## src/rtl/dca_matrix_lsu_rdata_packer.sv

```systemverilog
// Packs AXI R-channel beats into full tensor rows, one read burst per row,
// with a one-row skid buffer behind the output register.
module dca_matrix_lsu_rdata_packer #(
    parameter int BW_AXI_DATA   = 32,
    parameter int BW_TENSOR_ROW = 128,
    parameter int BW_NUM_ROW    = 8
) (
    input  logic                     clk,
    input  logic                     rstnn,
    input  logic                     clear,
    input  logic                     cmd_valid,
    output logic                     cmd_ready,
    input  logic [BW_NUM_ROW-1:0]    cmd_num_row,
    input  logic                     rvalid,
    output logic                     rready,
    input  logic [BW_AXI_DATA-1:0]   rdata,
    input  logic [1:0]               rresp,
    input  logic                     rlast,
    output logic                     row_valid,
    input  logic                     row_ready,
    output logic [BW_TENSOR_ROW-1:0] row_data,
    output logic                     row_last,
    output logic                     done,
    output logic                     busy,
    output logic                     error
);

    localparam int BEATS   = BW_TENSOR_ROW / BW_AXI_DATA;
    localparam int BW_BEAT = (BEATS > 1) ? $clog2(BEATS) : 1;
    localparam logic [BW_BEAT-1:0]    LAST_BEAT = BW_BEAT'(BEATS - 1);
    localparam logic [BW_NUM_ROW-1:0] ONE_ROW   = BW_NUM_ROW'(1);

    typedef enum logic {
        ST_IDLE,
        ST_COLLECT
    } state_t;

    state_t                   state_q, state_d;
    logic [BW_NUM_ROW-1:0]    rows_left_q, rows_left_d;
    logic [BW_BEAT-1:0]       beat_cnt_q, beat_cnt_d;
    logic [BW_TENSOR_ROW-1:0] asm_q, asm_d;
    logic                     buf_full_q, buf_full_d;
    logic                     buf_last_q, buf_last_d;
    logic [BW_TENSOR_ROW-1:0] out_data_q, out_data_d;
    logic                     out_valid_q, out_valid_d;
    logic                     out_last_q, out_last_d;
    logic                     done_q, done_d;
    logic                     error_q, error_d;

    logic                     cmd_fire;
    logic                     beat_fire;
    logic                     row_fire;
    logic                     out_free;
    logic                     final_beat;
    logic                     last_row;
    logic [BW_TENSOR_ROW-1:0] assembled;

    assign cmd_ready  = (state_q == ST_IDLE);
    assign rready     = (state_q == ST_COLLECT) && !buf_full_q;
    assign cmd_fire   = cmd_valid && cmd_ready;
    assign beat_fire  = rvalid && rready;
    assign row_fire   = out_valid_q && row_ready;
    assign out_free   = !out_valid_q || row_ready;
    assign final_beat = (beat_cnt_q == LAST_BEAT);
    assign last_row   = (rows_left_q == ONE_ROW);

    // Current buffer contents with the incoming beat merged at its slot.
    always_comb begin
        assembled = asm_q;
        for (int b = 0; b < BEATS; b++) begin
            if (beat_cnt_q == BW_BEAT'(b)) begin
                assembled[b*BW_AXI_DATA +: BW_AXI_DATA] = rdata;
            end
        end
    end

    always_comb begin
        state_d     = state_q;
        rows_left_d = rows_left_q;
        beat_cnt_d  = beat_cnt_q;
        asm_d       = asm_q;
        buf_full_d  = buf_full_q;
        buf_last_d  = buf_last_q;
        out_data_d  = out_data_q;
        out_valid_d = out_valid_q;
        out_last_d  = out_last_q;
        error_d     = error_q;
        done_d      = row_fire && out_last_q;

        if (row_fire) begin
            out_valid_d = 1'b0;
        end

        case (state_q)
            ST_IDLE: begin
                if (cmd_fire) begin
                    rows_left_d = cmd_num_row;
                    beat_cnt_d  = '0;
                    if (cmd_num_row == '0) begin
                        done_d = 1'b1;
                    end else begin
                        state_d = ST_COLLECT;
                    end
                end
            end
            ST_COLLECT: begin
                if (beat_fire) begin
                    asm_d = assembled;
                    // rlast is only cross-checked; beat_cnt alone decides the row boundary.
                    if ((rresp != 2'b00) || (rlast != final_beat)) begin
                        error_d = 1'b1;
                    end
                    if (final_beat) begin
                        beat_cnt_d  = '0;
                        rows_left_d = rows_left_q - ONE_ROW;
                        if (last_row) begin
                            state_d = ST_IDLE;
                        end
                        if (out_free) begin
                            out_data_d  = assembled;
                            out_valid_d = 1'b1;
                            out_last_d  = last_row;
                        end else begin
                            buf_full_d = 1'b1;
                            buf_last_d = last_row;
                        end
                    end else begin
                        beat_cnt_d = beat_cnt_q + BW_BEAT'(1);
                    end
                end
            end
            default: state_d = ST_IDLE;
        endcase

        // rready is low while the buffer is full, so this never races a final beat.
        if (buf_full_q && out_free) begin
            out_data_d  = asm_q;
            out_valid_d = 1'b1;
            out_last_d  = buf_last_q;
            buf_full_d  = 1'b0;
        end
    end

    always_ff @(posedge clk) begin
        if (!rstnn || clear) begin
            state_q     <= ST_IDLE;
            rows_left_q <= '0;
            beat_cnt_q  <= '0;
            asm_q       <= '0;
            buf_full_q  <= 1'b0;
            buf_last_q  <= 1'b0;
            out_data_q  <= '0;
            out_valid_q <= 1'b0;
            out_last_q  <= 1'b0;
            done_q      <= 1'b0;
            error_q     <= 1'b0;
        end else begin
            state_q     <= state_d;
            rows_left_q <= rows_left_d;
            beat_cnt_q  <= beat_cnt_d;
            asm_q       <= asm_d;
            buf_full_q  <= buf_full_d;
            buf_last_q  <= buf_last_d;
            out_data_q  <= out_data_d;
            out_valid_q <= out_valid_d;
            out_last_q  <= out_last_d;
            done_q      <= done_d;
            error_q     <= error_d;
        end
    end

    assign row_valid = out_valid_q;
    assign row_data  = out_data_q;
    assign row_last  = out_last_q;
    assign done      = done_q;
    assign error     = error_q;
    assign busy      = (state_q != ST_IDLE) || buf_full_q || out_valid_q;

endmodule
```

## config.mk

```make
export PLATFORM = sky130hd
export DESIGN_NAME = dca_matrix_lsu_rdata_packer
export DESIGN_NICKNAME = d
export VERILOG_FILES = /design/src/rtl/dca_matrix_lsu_rdata_packer.sv
export SDC_FILE = /design/constraint.sdc
export NUM_CORES = 1
export LEC_CHECK = 0
export CAP_MARGIN = 20
export CORE_ASPECT_RATIO = 1.2
export CORE_UTILIZATION = 45
export CTS_CLUSTER_DIAMETER = 30
export DETAILED_ROUTE_END_ITERATION = 10
export PLACE_DENSITY = 0.7
export REMOVE_ABC_BUFFERS = 1
export SLEW_MARGIN = 10
export SYNTH_ARGS = -nofsm -noshare
export SYNTH_HDL_FRONTEND = slang
export SYNTH_SLANG_ARGS = --single-unit
```

## constraint.sdc

```tcl
create_clock -name clk -period 2.7 [get_ports clk]
set_input_delay 0.405 -clock clk [delete_from_list [all_inputs] [get_ports clk]]
set_output_delay 0.405 -clock clk [all_outputs]
set_load 0.1 [all_outputs]
```

# == Word-level counts from Yosys, hierarchy flattened ==
# Cells that the tools add are included.
# Widths: inputs -> output; s select.
# op_classes
bitwise,2
shift,0
n_mux,37
n_lt_le_gt_ge,0
div_mod_pow,0
multipliers,0
addsub,2
eq_ne,8
n_reduce_logical,28
# op_table
operator,count
$mux 128,5
$mux 32,4
$mux 8,3
$mux 1,19
$pmux 8 s2,1
$reduce_bool 2->1,5
$eq 8x1->1 const B,1
$logic_not 8->1,1
$reduce_and 4->1,2
$sub 8x1->8 const B,1
$logic_and 1x1->1,6
$mux 2,3
$ne 2x1->1 const B,3
$reduce_and 3->1,2
$logic_or 1x1->1,5
$eq 2x2->1 const B,2
$pmux 2 s2,1
$reduce_and 2->1,2
$logic_not 1->1,3
$add 2x1->2 const B,1
$eq 2x1->1 const B,1
$logic_not 2->1,1
$not 1->1,2
$pmux 1 s2,1
2 further kinds,2
# totals
inputBits,49
latchBits,0
mem_bits_ro,0
wordCells,88
ram_bits,0
mem_count,0
output_inout_bits,135
ff_bits,273

# == Longest topological paths before layout ==
# Gate-level depths: netlist of the first run.
# depth
word_depth,7
ltp_mapped,9

# == Worst setup path before layout of the first run ==
# OpenSTA, ideal clock, no wires.
# synth_path
path_type,register -> output
startpoint,register state_q
endpoint,output rready
slack_ps,-91
required_time_ps,2295
stages_incl_launch_ff,6
t_arrival_ps,2386
n_path_buf,3
cell_sequence,dfxtp_1 buf_4 buf_2 inv_1 buf_2 nor2_1
# synth_between
elab_chain_len,1
# synth_rtl
element,line,text
from (decl),38,"state_t state_q, state_d;"
from (signal assigned),158,state_q <= state_d;
$logic_and 1x1->1,59,assign rready = (state_q == ST_COLLECT) && !buf_full_q;
to (decl),15,"output logic rready,"
# No other way between the ends.

# == Final worst setup path of the first run ==
# layout_path
startpoint,register beat_cnt_q[0]
endpoint,register out_data_q[103] (netlist: row_data[103])
# layout_between
elab_chain_len,7
elab_cells_between_ends,9
# layout_rtl
element,line,text
from (decl),40,"logic [BW_BEAT-1:0] beat_cnt_q, beat_cnt_d;"
from (signal assigned),160,beat_cnt_q <= beat_cnt_d;
$eq 2x2->1 (*),"64, 71",
$mux 32,71,if (beat_cnt_q == BW_BEAT'(b)) begin
$mux 128,119,if (out_free) begin
$mux 128,113,if (final_beat) begin
$mux 128,107,if (beat_fire) begin
$mux 128,94,case (state_q)
$mux 128,136,if (buf_full_q && out_free) begin
to (signal assigned),164,out_data_q <= out_data_d;
to (decl),44,"logic [BW_TENSOR_ROW-1:0] out_data_q, out_data_d;"
# Mark *: on every way between the ends. The rest lies on a longest branch, timed or not. The select of a mux whose other input is x is not followed.
# A chain may end at the register's enable or synchronous reset.

==> results of run 1 <==
[power by group]
| group | switching (mW) | total [mW] | internal (mW) |
|---|---|---|---|
| clock network | 1.90 | 5.44 | 3.55 |
| registers | 0.00999 | 4.06 | 4.05 |
| logic | 0.216 | 0.330 | 0.114 |
[worst min-delay path by stage]
stage | from | end | slack, ns
4_1_cts | asm_q[74] | asm_q[74] | 0.45
6_report | asm_q[18] | asm_q[18] | 0.45
2_1_floorplan | asm_q[100] | asm_q[100] | 0.44
5_1_grt | asm_q[14] | asm_q[14] | 0.47
3_5_place_dp | asm_q[119] | asm_q[119] | 0.45
3_3_place_gp | asm_q[88] | asm_q[88] | 0.44
[metrics by stage]
step | std cells | setup TNS (ns) | util [%] | hold slack, ns
global placement | 1666 | 0 | 52.2 | 0.441
global route | 1745 | 0 | 58.4 | 0.467
finish | 1745 | 0 | 58.4 | 0.452
floorplan | 1134 | -479.56 | - | 0.436
CTS | 1745 | 0 | 58.4 | 0.453
detailed placement | 1666 | 0 | 52.2 | 0.446
[cells in the final DEF, fill, tap and decap left out, types with 3 or more instances in the layout]
cell type                         count
sky130_fd_sc_hd__and3_1               3
sky130_fd_sc_hd__clkbuf_16           45
sky130_fd_sc_hd__bufinv_16            4
sky130_fd_sc_hd__clkbuf_8             4
sky130_fd_sc_hd__buf_12               9
sky130_fd_sc_hd__a222oi_1            32
sky130_fd_sc_hd__clkinv_2            10
sky130_fd_sc_hd__nand3_1              5
sky130_fd_sc_hd__a22oi_1             97
sky130_fd_sc_hd__nand2_1            458
sky130_fd_sc_hd__clkdlybuf4s50_1     48
sky130_fd_sc_hd__and4_2               3
sky130_fd_sc_hd__nand4b_1             3
sky130_fd_sc_hd__nand2_2              4
sky130_fd_sc_hd__and2_2               3
sky130_fd_sc_hd__nor2_1              49
sky130_fd_sc_hd__dfxtp_1            273
sky130_fd_sc_hd__clkinvlp_4           3
sky130_fd_sc_hd__clkinv_4             3
sky130_fd_sc_hd__buf_4              160
sky130_fd_sc_hd__ha_1                 6
sky130_fd_sc_hd__nor3_1               5
sky130_fd_sc_hd__or3_1                3
sky130_fd_sc_hd__o21ai_0              3
sky130_fd_sc_hd__clkbuf_1             7
sky130_fd_sc_hd__a21oi_1            144
sky130_fd_sc_hd__inv_6                3
sky130_fd_sc_hd__inv_1                7
sky130_fd_sc_hd__a211oi_4             3
sky130_fd_sc_hd__nor2b_1              3
[layout make-up]
cell class,count,share of cell area (%)
timing repair buffer,217,13.8
multi-input combinational,854,31.9
inverter,7,0.194
sequential,273,40.4
clock inverter,23,1.81
clock buffer,56,8.93
tap,315,2.92
[metal layers]
metal	share of wire, %	track usage (%)	vias up
met1	42	31.3	4497
li1	-	-	4545
met2	48	42.3	350
met4	2.1	8.23	0
met3	7.4	5.37	52
met5	0	0	-
[registers in the layout, summed over array words and instances (netlist names), 2 cells and up]
signal       count
row_data       128
beat_cnt_q       2
rows_left_q      8
asm_q          128
[logic make-up (layout without fill, tap and decap cells)]
kind of cell | after synthesis | after routing | share of synthesized area [%]
xor+xnor | 1 | 1 | 0.0827
simple gates | 553 | 553 | 20.8
buf+inv | 136 | 303 | 8.28
compound gates | 292 | 292 | 18.4
mux | 2 | 2 | 0.189
fa+ha+maj | 6 | 6 | 0.709
flops | 273 | 273 | 51.6
[worst max-delay path, cell delays in order, from the launching register on]
cell	delay (ns)
sky130_fd_sc_hd__dfxtp_1	0.36
sky130_fd_sc_hd__ha_1	0.41
sky130_fd_sc_hd__nand4b_2	0.21
sky130_fd_sc_hd__nor2_4	0.82
sky130_fd_sc_hd__a222oi_1	0.23
sky130_fd_sc_hd__nor2_1	0.18
==> results.md, run 1 <==
Logic synthesis:
- In the post-synthesis netlist, the biggest area contributors are sky130_fd_sc_hd__dfxtp_1, sky130_fd_sc_hd__nand2_1, sky130_fd_sc_hd__a22oi_1, sky130_fd_sc_hd__a21oi_1, sky130_fd_sc_hd__a222oi_1.
- The proportion of netlist area held by the largest area contributor is 51.6%.
- The Yosys step of the flow raised 0 warnings.
- The cell accounting for the most synthesized area is sky130_fd_sc_hd__dfxtp_1.
- The count of unique library cells instantiated by Yosys is 44.
- After synthesis the netlist holds a flip-flop and latch count of 273.
- For this run, asynchronously set or reset flops after synthesis account for 0%.
- The post-synth design cell area is 0.0106 mm2.
- Sequential elements use between 50% and 60% of the synthesized area.
- Among all flip-flop cells after synthesis, the most frequent one is sky130_fd_sc_hd__dfxtp_1.
- Synthesis produced 1,263 cells.
- Each instance of the synthesized netlist takes up on average 8.39 um2.
- In the synthesized netlist, the cells that appear most often are sky130_fd_sc_hd__nand2_1, sky130_fd_sc_hd__dfxtp_1, sky130_fd_sc_hd__a21oi_1, sky130_fd_sc_hd__a22oi_1.
- In this run, synthesis inferred 0 flip-flops with an integrated enable.
- In the post-synthesis netlist, the cell with the most instances is sky130_fd_sc_hd__nand2_1.

Timing:
- The slew at the pin closest to its max-slew limit is slightly above 1 ns.
- The clock period could shrink to 2.28 ns.
- The share of the clock period used by the worst path after layout is 84.6%.
- Static timing analysis puts the maximum clock frequency at 438 MHz.
- Setup repair after global routing left no endpoint under its margin.
- The count of pins over their slew limit is 0.
- Setup slack on the critical path of the routed design comes to 0.416 ns.
- The clock arrives with 0.0183 ns of skew.
- Setup violations remaining at the end of the flow were counted as 0.
- The number of hold violations in the final report came to 0.
- In this run the tightest slew margin relative to its limit is 30.7%.

Die:
- Once the floorplan was initialized, standard cells occupied 45.8% of the core.
- The standard-cell row count is 61.
- The die covers 0.0242 mm2.
- Measured along the y axis, the die boundary spans 170 um.
- After floorplanning, the core was sized to cover about 0.023 mm2.
- During I/O placement, the number of pins put on the boundary was 184.
- The chip width is approximately 140 um.

CTS:
- TritonCTS built the clock tree.
- The number of clock buffers inserted by TritonCTS is 44.
- Once the clock tree was built, the setup fixing pass inserted 0 buffers.
- The total clock sinks is 273.
- Clock-pin slew was measured on the worst setup and hold paths at around 0.05 ns.
- The H-tree depth is 2.
- The clock latency on the worst-skew pair is 0.52 ns.
- The post-cts sizing count is 0.
- The number of buffers inserted by hold repair at cts is 0.
- The tree is rooted in a sky130_fd_sc_hd__clkbuf_16.
- The number of buffers on the longest clock path is 3.

Finish:
- The number of antenna cells inserted is 0.
- Compared with the post-synthesis result, the final layout area differs by 27.6%.
- The multi-input combinational cell area is approximately 0.0043 mm2.
- The proportion of layout cells with a drive suffix above 1 is a little under a fifth.
- The area of all placed cells without fillers is 0.0135 mm2.
- The filler cell count in the final layout is 2,090.
- At the end of the flow, the number of nets in the layout was about 1,500.
- The area taken by flip-flops and latches is between 0.005 and 0.006 mm2.

Worst setup path:
- STA classifies the critical path endpoint as a flop.
- The setup slack of the most critical reg-to-reg path is 0.42 ns.
- Data on the critical path is required at its endpoint by 3.13 ns.
- Along the worst path, the maximum fanout reaches 32.
- The critical path starts at beat_cnt_q[0].
- The setup path with the least slack is of type flop to flop.
- The endpoint of the most critical setup path is row_data[103].
- The arrival time at the worst endpoint is 2.72 ns.
- The worst register-to-register path ends at row_data[103].
- The worst register-to-register path has a depth of 5.
- The startpoint identified for the worst register-to-register timing path is beat_cnt_q[0].
- The launching element type of the critical path is a flop.

Job:
- Max-cap violations in this run came to 0.

Pwr:
- IR analysis of the VDD net gives a maximum drop of approximately 0.43 mV.
- The leakage component of the power is 5.40 nW.
- The power per standard cell area is 727 mW/mm2.
- After layout, the design draws a total of 9.83 mW.

Placement:
- The post-place instance area is 0.0121 mm2.
- The global placement routability congestion is 0.815.
- The count of input and output buffers is 183.
- The setup slack at placement is about 0.22 ns.
- Summed over all nets, the half-perimeter wirelength after detailed placement is 18,800 um.

GRT:
- The total overflow reported by the global router is 0.
- The initial antenna violation count was 0.
- The aggregate global-route resource usage is 25.0%.
- The first global-routing pass estimated ~47,000 um of wire.
- The via count of the first global-routing pass was between 8,000 and 9,000.
- The pin count of the biggest net entering global routing is 73.

Drt:
- The number of DRC violations after detailed-routing iteration 0 is 715.
- In the routed design, unresolved DRC markers number 0.
- The detail-routed net length per standard cell is 17.4 um.
- For this block, the routed nets add up to 30,400 um of wire.
- The remaining antenna violation count is 0.
- The first-pass iteration count of the detailed router is 8.
- The total vias in the final route is between 9,000 and 10,000.
- Using the TritonRoute via totals, the vias-per-cell ratio works out to roughly 5.4.

Run status:
- The run finished with clean final reports.

Min path:
- The depth of the worst hold-timing path is 2.
- The tightest min-delay check is of the flop to flop type.
Note: power is estimated with default switching activity, not from simulation.
==> run 2, diff against run 1 <==
--- a/config.mk
+++ b/config.mk
@@ -10,7 +10,7 @@
 export CORE_UTILIZATION = 45
 export CTS_CLUSTER_DIAMETER = 30
 export DETAILED_ROUTE_END_ITERATION = 10
-export PLACE_DENSITY = 0.7
+export PLACE_DENSITY = 0.72
 export REMOVE_ABC_BUFFERS = 1
 export SLEW_MARGIN = 10
 export SYNTH_ARGS = -nofsm -noshare
==> constraint.sdc (replaced) <==
create_clock -name clk -period 2.03 [get_ports clk]
set_input_delay 0.3045 -clock clk [delete_from_list [all_inputs] [get_ports clk]]
set_output_delay 0.3045 -clock clk [all_outputs]
set_load 0.1 [all_outputs]
==> results.md, run 2 (synthesis results as in run 1) <==
Finish:
- The final net count is 1,473 (+1.4%).
- The final standard cell count with taps included and fillers excluded is 1,772 (+1.5%).
- The library cell used most frequently in the layout, excluding fill and tap cells, is sky130_fd_sc_hd__nand2_1.
- Leaving out fill and tap cells, the most frequent cells in the layout are sky130_fd_sc_hd__nand2_1, sky130_fd_sc_hd__dfxtp_1, sky130_fd_sc_hd__buf_4.
- The filler cell count in the final layout was 1,919 (-8.2%).
- The proportion of layout cells with a drive suffix above 1 is 20.5% (+2.1 points).
- The number of antenna cells inserted is 0 (unchanged).
- Relative to the synthesized area, the layout overhead comes to 32.2%.

Pwr:
- The power per standard cell area is 1000 mW/mm2 (+38%).
- The part of the total power dissipated in sequential elements is 38.4% (-2.9 points).
- The leakage component of the power was 5.60 nW (+3.8%).
- The share of total power consumed by net switching is 23.1% (+1.5 points).
- The combinational share of power came to 3.3% (about the same).
- The peak ir drop on the vdd network is 0.677 mV (+58%).
- The cell internal power dissipation came to 10.8 mW (+40%).
- The power spent charging and discharging nets was 3.24 mW (+53%).
- The clock network fraction of total power came to 58.3% (+2.9 points).

Drt:
- The uppermost layer routed is met4.
- The DRC violations left is 0 (unchanged).
- The first-pass iteration count of the detailed router was 6 (-2).
- The total vias in the final route is 9,575 (+1.4%).
- The remaining antenna violation count is 0 (unchanged).
- The detail-routed net length per standard cell came to 17.2 um (-1.6%).
- The met3 wirelength from detailed routing is 2330 um (+3.4%).
- The routed wire length on met2 came to 14,700 um (-0.18%).
- The routed length on met1 is 12,600 um (-1.5%).
- The number of DRC violations after detailed-routing iteration 0 was 791 (+11%).
- The per-cell via count in the routed design is 5.40 (-0.16%).
- The aggregate routed wire length is 30,400 um (-0.12%).

CTS:
- The clock tree from TritonCTS is done.
- The H-tree depth was 2 (unchanged).
- The root buffer cell is sky130_fd_sc_hd__clkbuf_16.
- The clock transition time at the flip-flop clock pins of the worst setup and hold paths came to 0.06 ns (about the same).
- The clock latency on the worst-skew pair is 0.54 ns (+0.02 ns).
- The number of buffers on the longest clock path came to 3 (unchanged).
- The number of buffers inserted by hold repair at cts was 0 (unchanged).
- The total clock sinks is 273 (unchanged).
- The number of clock buffers inserted by TritonCTS was 47 (+6.8%).

Placement:
- The global placement routability congestion is 0.842 (+3.4%).
- The detailed placer's ending HPWL is 18,900 um (+0.52%).
- The count of input and output buffers is 183 (unchanged).
- The total instance count after detailed placement is 1,684 (+1.1%).

Worst setup path:
- The startpoint of the worst-slack reg-to-reg timing path is beat_cnt_q[0].
- The count of cells along the worst register-to-register path is 7 (+2).
- The critical path launch point is state_q.
- The worst endpoint required time was 1.73 ns (-1.40 ns).
- The arrival time at the worst endpoint is 1.65 ns (-1.07 ns).
- The launching element type of the critical path is a flop.
- The setup path with the least slack is of type flop to primary output.
- The kind of end point of the critical path is a primary output.
- The top fanout value on the critical path is 14 (-56%).
- The setup slack of the most critical reg-to-reg path is 0.21 ns (-0.21 ns).
- The endpoint of the most critical setup path is cmd_ready.
- The endpoint identified for the worst register-to-register timing path is row_data[86].

Timing:
- The number of hold violations in the final report is 0 (unchanged).
- The total negative slack is 0 ns (unchanged).
- The minimum clock period is 1.95 ns.
- The share of the clock period used by the worst path after layout is 96.2%.
- The worst hold margin came to 0.400 ns (-0.0513 ns).
- Based on the critical path, the design can be clocked at up to 512 MHz.
- The clock tree skew after final layout is 0.0196 ns (+0.00135 ns).
- The worst relative slew slack is 34.5% (+3.7 points).
- The slew at the pin closest to its max-slew limit is 0.981 ns (-0.0558 ns).
- The final setup violation count was 0 (unchanged).
- Setup repair after global routing left no endpoint under its margin.
- The count of pins over their slew limit is 0 (unchanged).

Run status:
- The flow ran to the end, and the final reports show no timing, DRC or antenna violations.

Die:
- The height of the chip came to 170 um (unchanged).
- The area of the die is 0.0242 mm2 (unchanged).
- The standard-cell row count is 61 (unchanged).
- The number of placed I/O pins is 184 (unchanged).
- The core footprint is 0.0231 mm2 (unchanged).
- The chip width came to 142 um (unchanged).
- The starting density of the core is 45.8% (unchanged).

GRT:
- The total overflow reported by the global router was 0 (unchanged).
- The via count of the first global-routing pass is 9,049 (+2.2%).
- The initial antenna violation count was 0 (unchanged).
- The aggregate global-route resource usage was 25.1% (+0.16 points).
- The global-route wire length before repair is 47,900 um (+0.94%).
- The pin count of the biggest net entering global routing is 66 (-9.6%).

Job:
- The number of max-capacitance violations reported is 0 (unchanged).

Min path:
- The depth of the worst hold-timing path was 3 (+1).
- The path class of the tightest hold or removal check is input pin to flop.
run 2: changes by cell type in the layout (fill, tap and decap cells not counted), sizes merged:
cell	change
clkinv	-6
clkbuf	-3
clkinvlp	+5
inv	+12
bufinv	+1
buf	+18
run 2: layout make-up:
cell class | count | area, um2 | area share, %
Multi-Input combinational cell | 854 | 4320 | 30.8
Inverter | 7 | 26.3 | 0.188
Clock inverter | 35 | 408 | 2.91
Sequential cell | 273 | 5470 | 39.0
Tap cell | 315 | 394 | 2.81
Clock buffer | 53 | 1260 | 9.00
Timing Repair Buffer | 235 | 2130 | 15.2
run 2: power groups by stage:
stage	Clock (mW)	Sequential, mW	Combinational, mW
after floorplan	0	5.50	0.161
after global placement	0	5.50	0.451
after detailed placement	0	5.50	0.453
after CTS	8.25	5.39	0.457
after global routing	8.52	5.39	0.494
final	8.17	5.39	0.460
run 2: timing repair:
item,in CTS,in global routing
buffers inserted,0,0
endpoints found under the setup margin,2,2
hold endpoints to repair,0,0
gates resized for setup,1,2
gates cloned,0,0
run 2: worst max-delay path: stages, from the launching register on:
cell	delay (ns)
sky130_fd_sc_hd__dfxtp_2	0.45
sky130_fd_sc_hd__buf_4	0.21
sky130_fd_sc_hd__inv_1	0.07
sky130_fd_sc_hd__buf_4	0.19
sky130_fd_sc_hd__buf_12	0.18
run 2: through the flow:
step / instance area, um2 / setup slack [ns] / power (mW) / utilization (%)
global placement: 12300 / -0.0555 / 5.95 / 53.3
global route: 14000 / 0.00623 / 14.4 / 60.6
CTS: 14000 / 0.0699 / 14.1 / 60.6
finish: 14000 / 0.0778 / 14.0 / 60.6
floorplan: 9740 / -3.34 / 5.67 / -
detailed placement: 12300 / -0.139 / 5.96 / 53.3
run 2: layer usage:
| metal | track usage [%] | vias up |
|---|---|---|
| li1 | - | 4585 |
| met1 | 31.8 | 4546 |
| met2 | 42.4 | 391 |
| met3 | 4.78 | 53 |
| met4 | 8.98 | 0 |
| met5 | 0 | - |
run 2: worst min path at each step:
stage | end | from
floorplan | row_data[16] | rdata[16]
finish | done | row_ready
global placement | asm_q[106] | asm_q[106]
global route | done | row_ready
detailed placement | asm_q[104] | asm_q[104]
CTS | done | row_ready
